### config.mk
export PLATFORM = sky130hd
export DESIGN_NAME = mem_port_arbiter_flat
export DESIGN_NICKNAME = d
export VERILOG_FILES = /design/src/rtl/mem_port_arbiter_if.sv /design/src/rtl/mem_port_arbiter.sv /design/src/flat_wrapper.sv
export SDC_FILE = /design/constraint.sdc
export NUM_CORES = 1
export LEC_CHECK = 0
export ABC_AREA = 1
export ABC_CLOCK_PERIOD_IN_PS = 2000
export BUFFER_PORTS_ARGS = -buffer_cell sky130_fd_sc_hd__buf_4
export CORE_MARGIN = 3
export CORE_UTILIZATION = 43
export DETAILED_ROUTE_END_ITERATION = 8
export GPL_TIMING_DRIVEN = 0
export PLACE_DENSITY_LB_ADDON = 0.05
export SETUP_SLACK_MARGIN = 0.2
export SKIP_CTS_REPAIR_TIMING = 1
export SLEW_MARGIN = 20
export SYNTH_ARGS = -nofsm -noshare
export SYNTH_HDL_FRONTEND = slang
export SYNTH_SLANG_ARGS = --single-unit
### constraint.sdc
create_clock -name i_clk -period 2 [get_ports i_clk]
set_input_delay 0.5 -clock i_clk [delete_from_list [all_inputs] [get_ports i_clk]]
set_output_delay 0.5 -clock i_clk [all_outputs]
set_load 0.05 [all_outputs]
### src/rtl/mem_port_arbiter_if.sv
// Bundle of the fetch port, data port and external bus seen by mem_port_arbiter.
// slave is the arbiter side; master is the core/memory side.
interface mem_port_arbiter_if #(
    parameter int XLEN = 32
);
    logic            i_i_req;
    logic [XLEN-1:0] i_i_addr;
    logic            o_i_ready;
    logic [XLEN-1:0] o_i_rdata;
    logic            o_i_err;

    logic            i_d_req;
    logic            i_d_wen;
    logic [XLEN-1:0] i_d_addr;
    logic [XLEN-1:0] i_d_wd;
    logic [2:0]      i_d_f3;
    logic            o_d_ready;
    logic [XLEN-1:0] o_d_rdata;
    logic            o_d_err;

    logic            o_bus_req;
    logic            o_bus_wen;
    logic [XLEN-1:0] o_bus_addr;
    logic [XLEN-1:0] o_bus_wd;
    logic [2:0]      o_bus_f3;
    logic            i_bus_ready;
    logic [XLEN-1:0] i_bus_rdata;

    logic [1:0]      o_grant;

    modport slave (
        input  i_i_req, i_i_addr,
        output o_i_ready, o_i_rdata, o_i_err,
        input  i_d_req, i_d_wen, i_d_addr, i_d_wd, i_d_f3,
        output o_d_ready, o_d_rdata, o_d_err,
        output o_bus_req, o_bus_wen, o_bus_addr, o_bus_wd, o_bus_f3,
        input  i_bus_ready, i_bus_rdata,
        output o_grant
    );

    modport master (
        output i_i_req, i_i_addr,
        input  o_i_ready, o_i_rdata, o_i_err,
        output i_d_req, i_d_wen, i_d_addr, i_d_wd, i_d_f3,
        input  o_d_ready, o_d_rdata, o_d_err,
        input  o_bus_req, o_bus_wen, o_bus_addr, o_bus_wd, o_bus_f3,
        output i_bus_ready, i_bus_rdata,
        input  o_grant
    );
endinterface

### src/rtl/mem_port_arbiter.sv
// Shares one memory bus between the I-cache refill port and the data port.
// Data has priority; fetch is forced through after STARVE_LIMIT losses.
module mem_port_arbiter #(
    parameter int XLEN         = 32,
    parameter int STARVE_LIMIT = 4,
    parameter int TIMEOUT      = 256
) (
    input  logic               i_clk,
    input  logic               i_rst,
    mem_port_arbiter_if.slave  port
);
    localparam int SW = (STARVE_LIMIT > 1) ? $clog2(STARVE_LIMIT + 1) : 1;
    localparam int TW = (TIMEOUT > 1) ? $clog2(TIMEOUT + 1) : 1;
    localparam logic [SW-1:0] S_MAX  = SW'(STARVE_LIMIT);
    localparam logic [TW-1:0] T_LAST = (TIMEOUT > 0) ? TW'(TIMEOUT - 1) : '0;
    localparam logic [2:0]    F3_WORD = 3'b010;

    typedef enum logic [1:0] {
        IDLE,
        BUSY_I,
        BUSY_D,
        DONE
    } state_t;

    state_t          state;
    logic [SW-1:0]   starve;
    logic [TW-1:0]   tcnt;

    logic            i_ready;
    logic [XLEN-1:0] i_rdata;
    logic            i_err;
    logic            d_ready;
    logic [XLEN-1:0] d_rdata;
    logic            d_err;
    logic            bus_req;
    logic            bus_wen;
    logic [XLEN-1:0] bus_addr;
    logic [XLEN-1:0] bus_wd;
    logic [2:0]      bus_f3;
    logic [1:0]      grant;

    logic            starved;
    logic            pick_i;
    logic            pick_d;
    logic            expired;
    logic            hit;
    logic [XLEN-1:0] done_data;

    assign starved = (STARVE_LIMIT != 0) && (starve >= S_MAX);
    assign pick_i  = port.i_i_req && (!port.i_d_req || starved);
    assign pick_d  = port.i_d_req && !pick_i;
    assign expired = (TIMEOUT != 0) && (tcnt == T_LAST);
    assign hit     = port.i_bus_ready;
    // A timeout returns zero data; a real completion wins on the last count.
    assign done_data = hit ? port.i_bus_rdata : '0;

    always_ff @(posedge i_clk or negedge i_rst) begin
        if (!i_rst) begin
            state    <= IDLE;
            starve   <= '0;
            tcnt     <= '0;
            i_ready  <= 1'b0;
            i_rdata  <= '0;
            i_err    <= 1'b0;
            d_ready  <= 1'b0;
            d_rdata  <= '0;
            d_err    <= 1'b0;
            bus_req  <= 1'b0;
            bus_wen  <= 1'b0;
            bus_addr <= '0;
            bus_wd   <= '0;
            bus_f3   <= '0;
            grant    <= 2'b00;
        end else begin
            unique case (state)
                IDLE: begin
                    tcnt <= '0;
                    if (pick_i) begin
                        bus_req  <= 1'b1;
                        bus_wen  <= 1'b0;
                        bus_addr <= port.i_i_addr;
                        bus_wd   <= '0;
                        bus_f3   <= F3_WORD;
                        grant    <= 2'b01;
                        starve   <= '0;
                        state    <= BUSY_I;
                    end else if (pick_d) begin
                        bus_req  <= 1'b1;
                        bus_wen  <= port.i_d_wen;
                        bus_addr <= port.i_d_addr;
                        bus_wd   <= port.i_d_wd;
                        bus_f3   <= port.i_d_f3;
                        grant    <= 2'b10;
                        state    <= BUSY_D;
                        if (port.i_i_req && starve != S_MAX) begin
                            starve <= starve + 1'b1;
                        end
                    end
                end
                BUSY_I: begin
                    if (hit || expired) begin
                        i_ready <= 1'b1;
                        i_err   <= !hit;
                        i_rdata <= done_data;
                        bus_req <= 1'b0;
                        state   <= DONE;
                    end else begin
                        tcnt <= tcnt + 1'b1;
                    end
                end
                BUSY_D: begin
                    if (hit || expired) begin
                        d_ready <= 1'b1;
                        d_err   <= !hit;
                        d_rdata <= done_data;
                        bus_req <= 1'b0;
                        state   <= DONE;
                    end else begin
                        tcnt <= tcnt + 1'b1;
                    end
                end
                DONE: begin
                    i_ready <= 1'b0;
                    i_err   <= 1'b0;
                    d_ready <= 1'b0;
                    d_err   <= 1'b0;
                    grant   <= 2'b00;
                    state   <= IDLE;
                end
                default: state <= IDLE;
            endcase
        end
    end

    assign port.o_i_ready  = i_ready;
    assign port.o_i_rdata  = i_rdata;
    assign port.o_i_err    = i_err;
    assign port.o_d_ready  = d_ready;
    assign port.o_d_rdata  = d_rdata;
    assign port.o_d_err    = d_err;
    assign port.o_bus_req  = bus_req;
    assign port.o_bus_wen  = bus_wen;
    assign port.o_bus_addr = bus_addr;
    assign port.o_bus_wd   = bus_wd;
    assign port.o_bus_f3   = bus_f3;
    assign port.o_grant    = grant;
endmodule
### src/flat_wrapper.sv
// flat-port wrapper written by rule: the top's interface ports become plain ports
module mem_port_arbiter_flat 
#(
    parameter int XLEN         = 32,
    parameter int STARVE_LIMIT = 4,
    parameter int TIMEOUT      = 256
)
  (i_clk, i_rst, port_i_i_req, port_i_i_addr, port_o_i_ready, port_o_i_rdata, port_o_i_err, port_i_d_req, port_i_d_wen, port_i_d_addr, port_i_d_wd, port_i_d_f3, port_o_d_ready, port_o_d_rdata, port_o_d_err, port_o_bus_req, port_o_bus_wen, port_o_bus_addr, port_o_bus_wd, port_o_bus_f3, port_i_bus_ready, port_i_bus_rdata, port_o_grant);
  mem_port_arbiter_if #(.XLEN(XLEN)) port_i ();
  input  logic i_clk;
  input  logic i_rst;
  input wire logic [$bits(port_i.i_i_req)-1:0] port_i_i_req;
  input wire logic [$bits(port_i.i_i_addr)-1:0] port_i_i_addr;
  output wire logic [$bits(port_i.o_i_ready)-1:0] port_o_i_ready;
  output wire logic [$bits(port_i.o_i_rdata)-1:0] port_o_i_rdata;
  output wire logic [$bits(port_i.o_i_err)-1:0] port_o_i_err;
  input wire logic [$bits(port_i.i_d_req)-1:0] port_i_d_req;
  input wire logic [$bits(port_i.i_d_wen)-1:0] port_i_d_wen;
  input wire logic [$bits(port_i.i_d_addr)-1:0] port_i_d_addr;
  input wire logic [$bits(port_i.i_d_wd)-1:0] port_i_d_wd;
  input wire logic [$bits(port_i.i_d_f3)-1:0] port_i_d_f3;
  output wire logic [$bits(port_i.o_d_ready)-1:0] port_o_d_ready;
  output wire logic [$bits(port_i.o_d_rdata)-1:0] port_o_d_rdata;
  output wire logic [$bits(port_i.o_d_err)-1:0] port_o_d_err;
  output wire logic [$bits(port_i.o_bus_req)-1:0] port_o_bus_req;
  output wire logic [$bits(port_i.o_bus_wen)-1:0] port_o_bus_wen;
  output wire logic [$bits(port_i.o_bus_addr)-1:0] port_o_bus_addr;
  output wire logic [$bits(port_i.o_bus_wd)-1:0] port_o_bus_wd;
  output wire logic [$bits(port_i.o_bus_f3)-1:0] port_o_bus_f3;
  input wire logic [$bits(port_i.i_bus_ready)-1:0] port_i_bus_ready;
  input wire logic [$bits(port_i.i_bus_rdata)-1:0] port_i_bus_rdata;
  output wire logic [$bits(port_i.o_grant)-1:0] port_o_grant;
  assign port_i.i_i_req = port_i_i_req;
  assign port_i.i_i_addr = port_i_i_addr;
  assign port_o_i_ready = port_i.o_i_ready;
  assign port_o_i_rdata = port_i.o_i_rdata;
  assign port_o_i_err = port_i.o_i_err;
  assign port_i.i_d_req = port_i_d_req;
  assign port_i.i_d_wen = port_i_d_wen;
  assign port_i.i_d_addr = port_i_d_addr;
  assign port_i.i_d_wd = port_i_d_wd;
  assign port_i.i_d_f3 = port_i_d_f3;
  assign port_o_d_ready = port_i.o_d_ready;
  assign port_o_d_rdata = port_i.o_d_rdata;
  assign port_o_d_err = port_i.o_d_err;
  assign port_o_bus_req = port_i.o_bus_req;
  assign port_o_bus_wen = port_i.o_bus_wen;
  assign port_o_bus_addr = port_i.o_bus_addr;
  assign port_o_bus_wd = port_i.o_bus_wd;
  assign port_o_bus_f3 = port_i.o_bus_f3;
  assign port_i.i_bus_ready = port_i_bus_ready;
  assign port_i.i_bus_rdata = port_i_bus_rdata;
  assign port_o_grant = port_i.o_grant;
  mem_port_arbiter #(.XLEN(XLEN), .STARVE_LIMIT(STARVE_LIMIT), .TIMEOUT(TIMEOUT)) u_core (.i_clk(i_clk), .i_rst(i_rst), .port(port_i));
endmodule
==> Yosys cells after proc, flatten, opt, wreduce, memory -nomap -nowiden <==
Index checks and enable logic that the tools add are counted.
{ "totals": {"ff_bits": 153, "in_bits": 137, "wordCells": 83} }
{ "op_classes": {"n_addsub": 2, "n_lt_le_gt_ge": 1, "eq_ne": 10, "mux": 29, "reduce_logical": 26} }
{ "op_table": {"columns": ["operator", "count"], "rows": [
  ["$mux W32", 5],
  ["$pmux W9 S2", 1],
  ["$reduce_and A2 Y1", 8],
  ["$mux W3", 5],
  ["$reduce_bool A2 Y1", 6],
  ["$pmux W1 S2", 5],
  ["$add A9 B1 Y9 const B", 1],
  ["$eq A9 B8 Y1 const B", 1],
  ["$mux W9", 1],
  ["$mux W1", 7],
  ["$mux W2", 3],
  ["$ne A2 B1 Y1 const B", 3],
  ["$pmux W2 S3", 1],
  ["$reduce_and A3 Y1", 2],
  ["$eq A2 B2 Y1 const B", 2],
  ["$pmux W2 S2", 1],
  ["$add A3 B1 Y3 const B", 1],
  ["$ge A3 B3 Y1 const B", 1],
  ["$logic_and A1 B1 Y1", 3],
  ["$logic_not A1 Y1", 3],
  ["$ne A3 B1 Y1 const B", 1],
  ["$ne A3 B3 Y1 const B", 1],
  ["$eq A2 B1 Y1 const B", 1],
  ["$logic_not A2 Y1", 1],
  ["3 further kinds", 4]
]} }

==> Depth between registers and ports, before layout <==
{ "depth": {"depth_word": 8, "ltp_mapped": 13, "ltp_nobuf": 13} }

==> Worst setup path before layout <==
No wires, ideal clock.
{ "synth_path": {"path_kind": "register to register", "start": "reg u_core.tcnt[0]", "end": "reg u_core.d_rdata[0] (netlist: u_core.port.o_d_rdata[0])", "setup_time_ps": 133, "arrival_ps": 1795, "required_ps": 1867, "path_slack_ps": 72, "stages_incl_launch_ff": 13, "n_path_buf": 1, "synth_period_minus_slack_ps": 1928, "path_cell_list": "dfrtp_1 -> ha_1 -> nand3_1 -> nor2_1 -> inv_1 -> nor3b_1 -> ha_1 -> nor2_1 -> nor2_1 -> inv_1 -> buf_2 -> nand2_1 -> o21ai_0"} }
{ "synth_via": {"elab_chain_len": 3} }
{ "synth_lines": {"columns": ["item", "line_no", "rtl"], "rows": [
  ["from (decl)", "mem_port_arbiter.sv:27", "logic [TW-1:0] tcnt;"],
  ["from (signal assigned)", "mem_port_arbiter.sv:108", "tcnt <= tcnt + 1'b1;"],
  ["from (signal assigned)", "mem_port_arbiter.sv:119", "tcnt <= tcnt + 1'b1;"],
  ["$eq A9 B8 Y1", "mem_port_arbiter.sv:52", "assign expired = (TIMEOUT != 0) && (tcnt == T_LAST);"],
  ["$logic_or A1 B1 Y1", "mem_port_arbiter.sv:112", "if (hit || expired) begin"],
  ["$reduce_and A2 Y1 (no source line)", null, null],
  ["to (signal assigned)", "mem_port_arbiter.sv:115", "d_rdata <= done_data;"],
  ["to (decl)", "mem_port_arbiter.sv:33", "logic [XLEN-1:0] d_rdata;"]
]} }
No other way between the ends.
A chain may end at the register's enable or synchronous reset.

==> Final worst setup path <==
{ "layout_path": {"start": "reg u_core.tcnt[0]", "end": "reg u_core.i_rdata[27] (netlist: u_core.port.o_i_rdata[27])"} }
{ "layout_via": {"elab_chain_len": 3} }
{ "layout_lines": {"columns": ["item", "line_no", "rtl"], "rows": [
  ["$eq A9 B8 Y1", "mem_port_arbiter.sv:52", null],
  ["$logic_or A1 B1 Y1", "mem_port_arbiter.sv:101", "if (hit || expired) begin"],
  ["$reduce_and A2 Y1 (no source line)", null, null],
  ["to (signal assigned)", "mem_port_arbiter.sv:104", "i_rdata <= done_data;"],
  ["to (decl)", "mem_port_arbiter.sv:30", "logic [XLEN-1:0] i_rdata;"]
]} }
No other way between the ends.

==> metrics.cfg <==
[outcome]
status = finished, final reports clean

[die]
coreArea_um2 = 14640
top_level_ports = 276
fp.dieH_um = 128.9
placementRows = 44
start_util = 0.4434
dieWidth_um = 128.9
dieArea_um2 = 16610

[routing]
dr.pass1.iters = 5
met1_length_um = 8428
route.met3.wl_um = 1276
vias_per_cell = 4.832
drt-initial-drc-count = 387
wirelength_um = 19640
avgRoutedWirePerCell_um = 15.31
ant_nets = 0
vias = 6200
drc = 0
wl_met2_um = 9484
topRoutingLayerUsed = met4

[layout]
num_antenna_cells = 0
layout_commonest_cell = nand2_1
layout-drive-gt1-share = 0.3458
finalInstanceArea_um2 = 9797
fillers = 1244
multiInputGateArea_um2 = 2562
seqCellArea_um2 = 3829
final_cell_mix = nand2_1 (389), buf_4 (287), dfrtp_1 (153)
fin_nets = 1232
area_growth_pct = 50.87

[clock_tree]
clock-sinks = 153
path_clk_slew_ns = 0.06
cts_tree = yes
ctsHtreeMaxLevel = 4
cts_made_buffers = 17
root_buffer = clkbuf_16
cts_max_path_buffers = 2
clock_latency_ns = 0.42

[worst_setup_path]
crit_type = register to register
path_max_fanout = 10
max_stage_delay_ns = 0.39
crit_top_cell = nor2_4
cp-end-kind = register
path_cells = ha_4 > nand3_4 > nor2_4 > inv_2 > nor3b_2 > ha_2 > nor2_4 > nor2_4 > inv_4 > buf_6 > nand2_1 > o21ai_0
critPathArrivalTime_ns = 2.18
crit_required_ns = 2.27
cp-start-kind = register
cpMaxStageDelayCell = dfrtp_1

[timing]
fmax_ghz = 0.5247
fin_crit_sh = 0.9529
worst_slew_pin_slew_ns = 0.6815
relSlewSlack = 0.5457
fin_crit_ns = 1.906
slew_violations = 0
rsz0062_at_grt = yes
hold_viol_final = 0
finalSetupTns_ns = 0
setup_violations = 0
finalClockSkew_ns = 0.007001

[power]
power_density_nw_per_um2 = 1939
vdd_drop_max_uv = 1005
p_total_w = 0.01899
p_leak_nw = 5.338

[global_routing]
first_global_vias = 5623
gr-total-overflow = 0
antenna_found_initial = 0
grt_first_pass_wirelength_um = 29600
grt_max_degree = 92
grt.total_usage = 0.2266

[yosys]
synth_compound_area_frac = 0.07013
synthCells = 778
synthSimpleGateAreaFrac = 0.2784
synth_area_per_cell_um2 = 8.347
synth_area_um2 = 6494
ys_ff_latch = 153
synth_top_family_by_area = simple AND/OR/NAND/NOR gates
ys_warn_count = 0
ys_seq_area_frac = 0.5896
yosysUniqueCellTypes = 18
synthXorXnorAreaFrac = 0
syn_nets = 924
muxShareOfSynthArea = 0
synth_adder_area_share = 0.01734

[flow_run]
maxCapViolations = 0

[placement]
port_buffers = 274
place_area_um2 = 8876
gp_congestion = 0.8235
dp_hpwl_um = 14440

[worst_hold_path]
hp-class = input port to async pin

## registers in the layout, summed over array words and instances (netlist names)
register                flops
u_core.tcnt                 9
u_core.state                2
u_core.port.o_bus_req       1
u_core.port.o_i_err         1
u_core.port.o_bus_wen       1
u_core.port.o_d_err         1
u_core.port.o_i_rdata      32
u_core.port.o_bus_wd       32
u_core.port.o_d_ready       1
u_core.port.o_d_rdata      32
u_core.port.o_i_ready       1
u_core.starve               3
u_core.port.o_bus_addr     32
u_core.port.o_bus_f3        3
u_core.port.o_grant         2
## stage by stage
stage / hold slack, ns / worst slack [ns] / utilization / instances
after floorplan: 0.2044 / 0.1058 / - / 778
after global placement: 0.4553 / -0.3578 / 0.6037 / 1236
after detailed placement: 0.4593 / -0.1599 / 0.6061 / 1237
after CTS: 0.1171 / -0.2091 / 0.6463 / 1269
after global routing: 0.1357 / -0.03666 / 0.6690 / 1283
final: 0.09471 / 0.09417 / 0.6690 / 1283
## cell families (layout without fill, tap and decap cells)
group	after synthesis	in the layout
AO/OA/AOI/OAI	88	88
AND/OR/NAND/NOR	463	463
buffers and inverters	65	386
adder cells (fa/ha/maj)	9	9
flip-flops	153	153
## where the power goes
group | internal [W] | switching [W] | leakage, nW
registers | 0.00446 | 0.000772 | 1.93
clock network | 0.00188 | 0.00129 | 0.284
logic | 0.00314 | 0.00747 | 3.12
total | 0.00947 | 0.00953 | 5.34
## synthesized netlist by cell type, drive strengths merged
master	number	area [µm²]
ha	9	112.6
a21oi	7	35.03
dfrtp	153	3829
clkinv	1	3.750
a21boi	1	18.77
nor2	13	48.80
buf	20	120.1
o21ai	79	395.4
nand2	398	1496
clkbuf	20	75.07
inv	24	90.08
nor3b	1	7.510
o22ai	1	6.260
nand3	51	255.2
## path summary, 6_finish.rpt
path | from | to | slack (ns) | cells past startpoint
max | u_core.tcnt[0] | u_core.port.o_i_rdata[27] | 0.09 | 12
min | i_rst | u_core.port.o_i_rdata[18] | 0.09 | 1
max reg2reg | u_core.tcnt[0] | u_core.port.o_i_rdata[27] | 0.09 | 12
min reg2reg | u_core.port.o_bus_addr[1] | u_core.port.o_bus_addr[1] | 0.47 | 2
max in group asynchronous | i_rst | u_core.port.o_bus_addr[13] | 1.14 | 2
min in group i_clk | port_i_d_wd[0] | u_core.port.o_bus_wd[0] | 0.31 | 3
## per-layer routing
metal	GRT usage	vias to the layer above
li1	-	3079
met2	0.3585	188
met1	0.3073	2907
met3	0.05812	26
met4	0.07227	0
met5	0	-
## area by class of cell
type                            count  area share
Tap cell                          184     0.02350
Sequential cell                   153      0.3908
Clock buffer                       18     0.04483
Multi-Input combinational cell    560      0.2616
Inverter                           25     0.01009
Buffer                             40     0.02542
Clock inverter                     14     0.01520
Timing Repair Buffer              289      0.2286
## worst max-delay path: cells and delay by family (launching register included)
family	cells	cell delay (ns)
and+or+nand+nor	6	0.60
adders and majority gates	2	0.40
DFF	1	0.39
buffers and inverters	3	0.29
AOI/OAI and AO/OA	1	0.09
(Power assumes the default switching activity.)
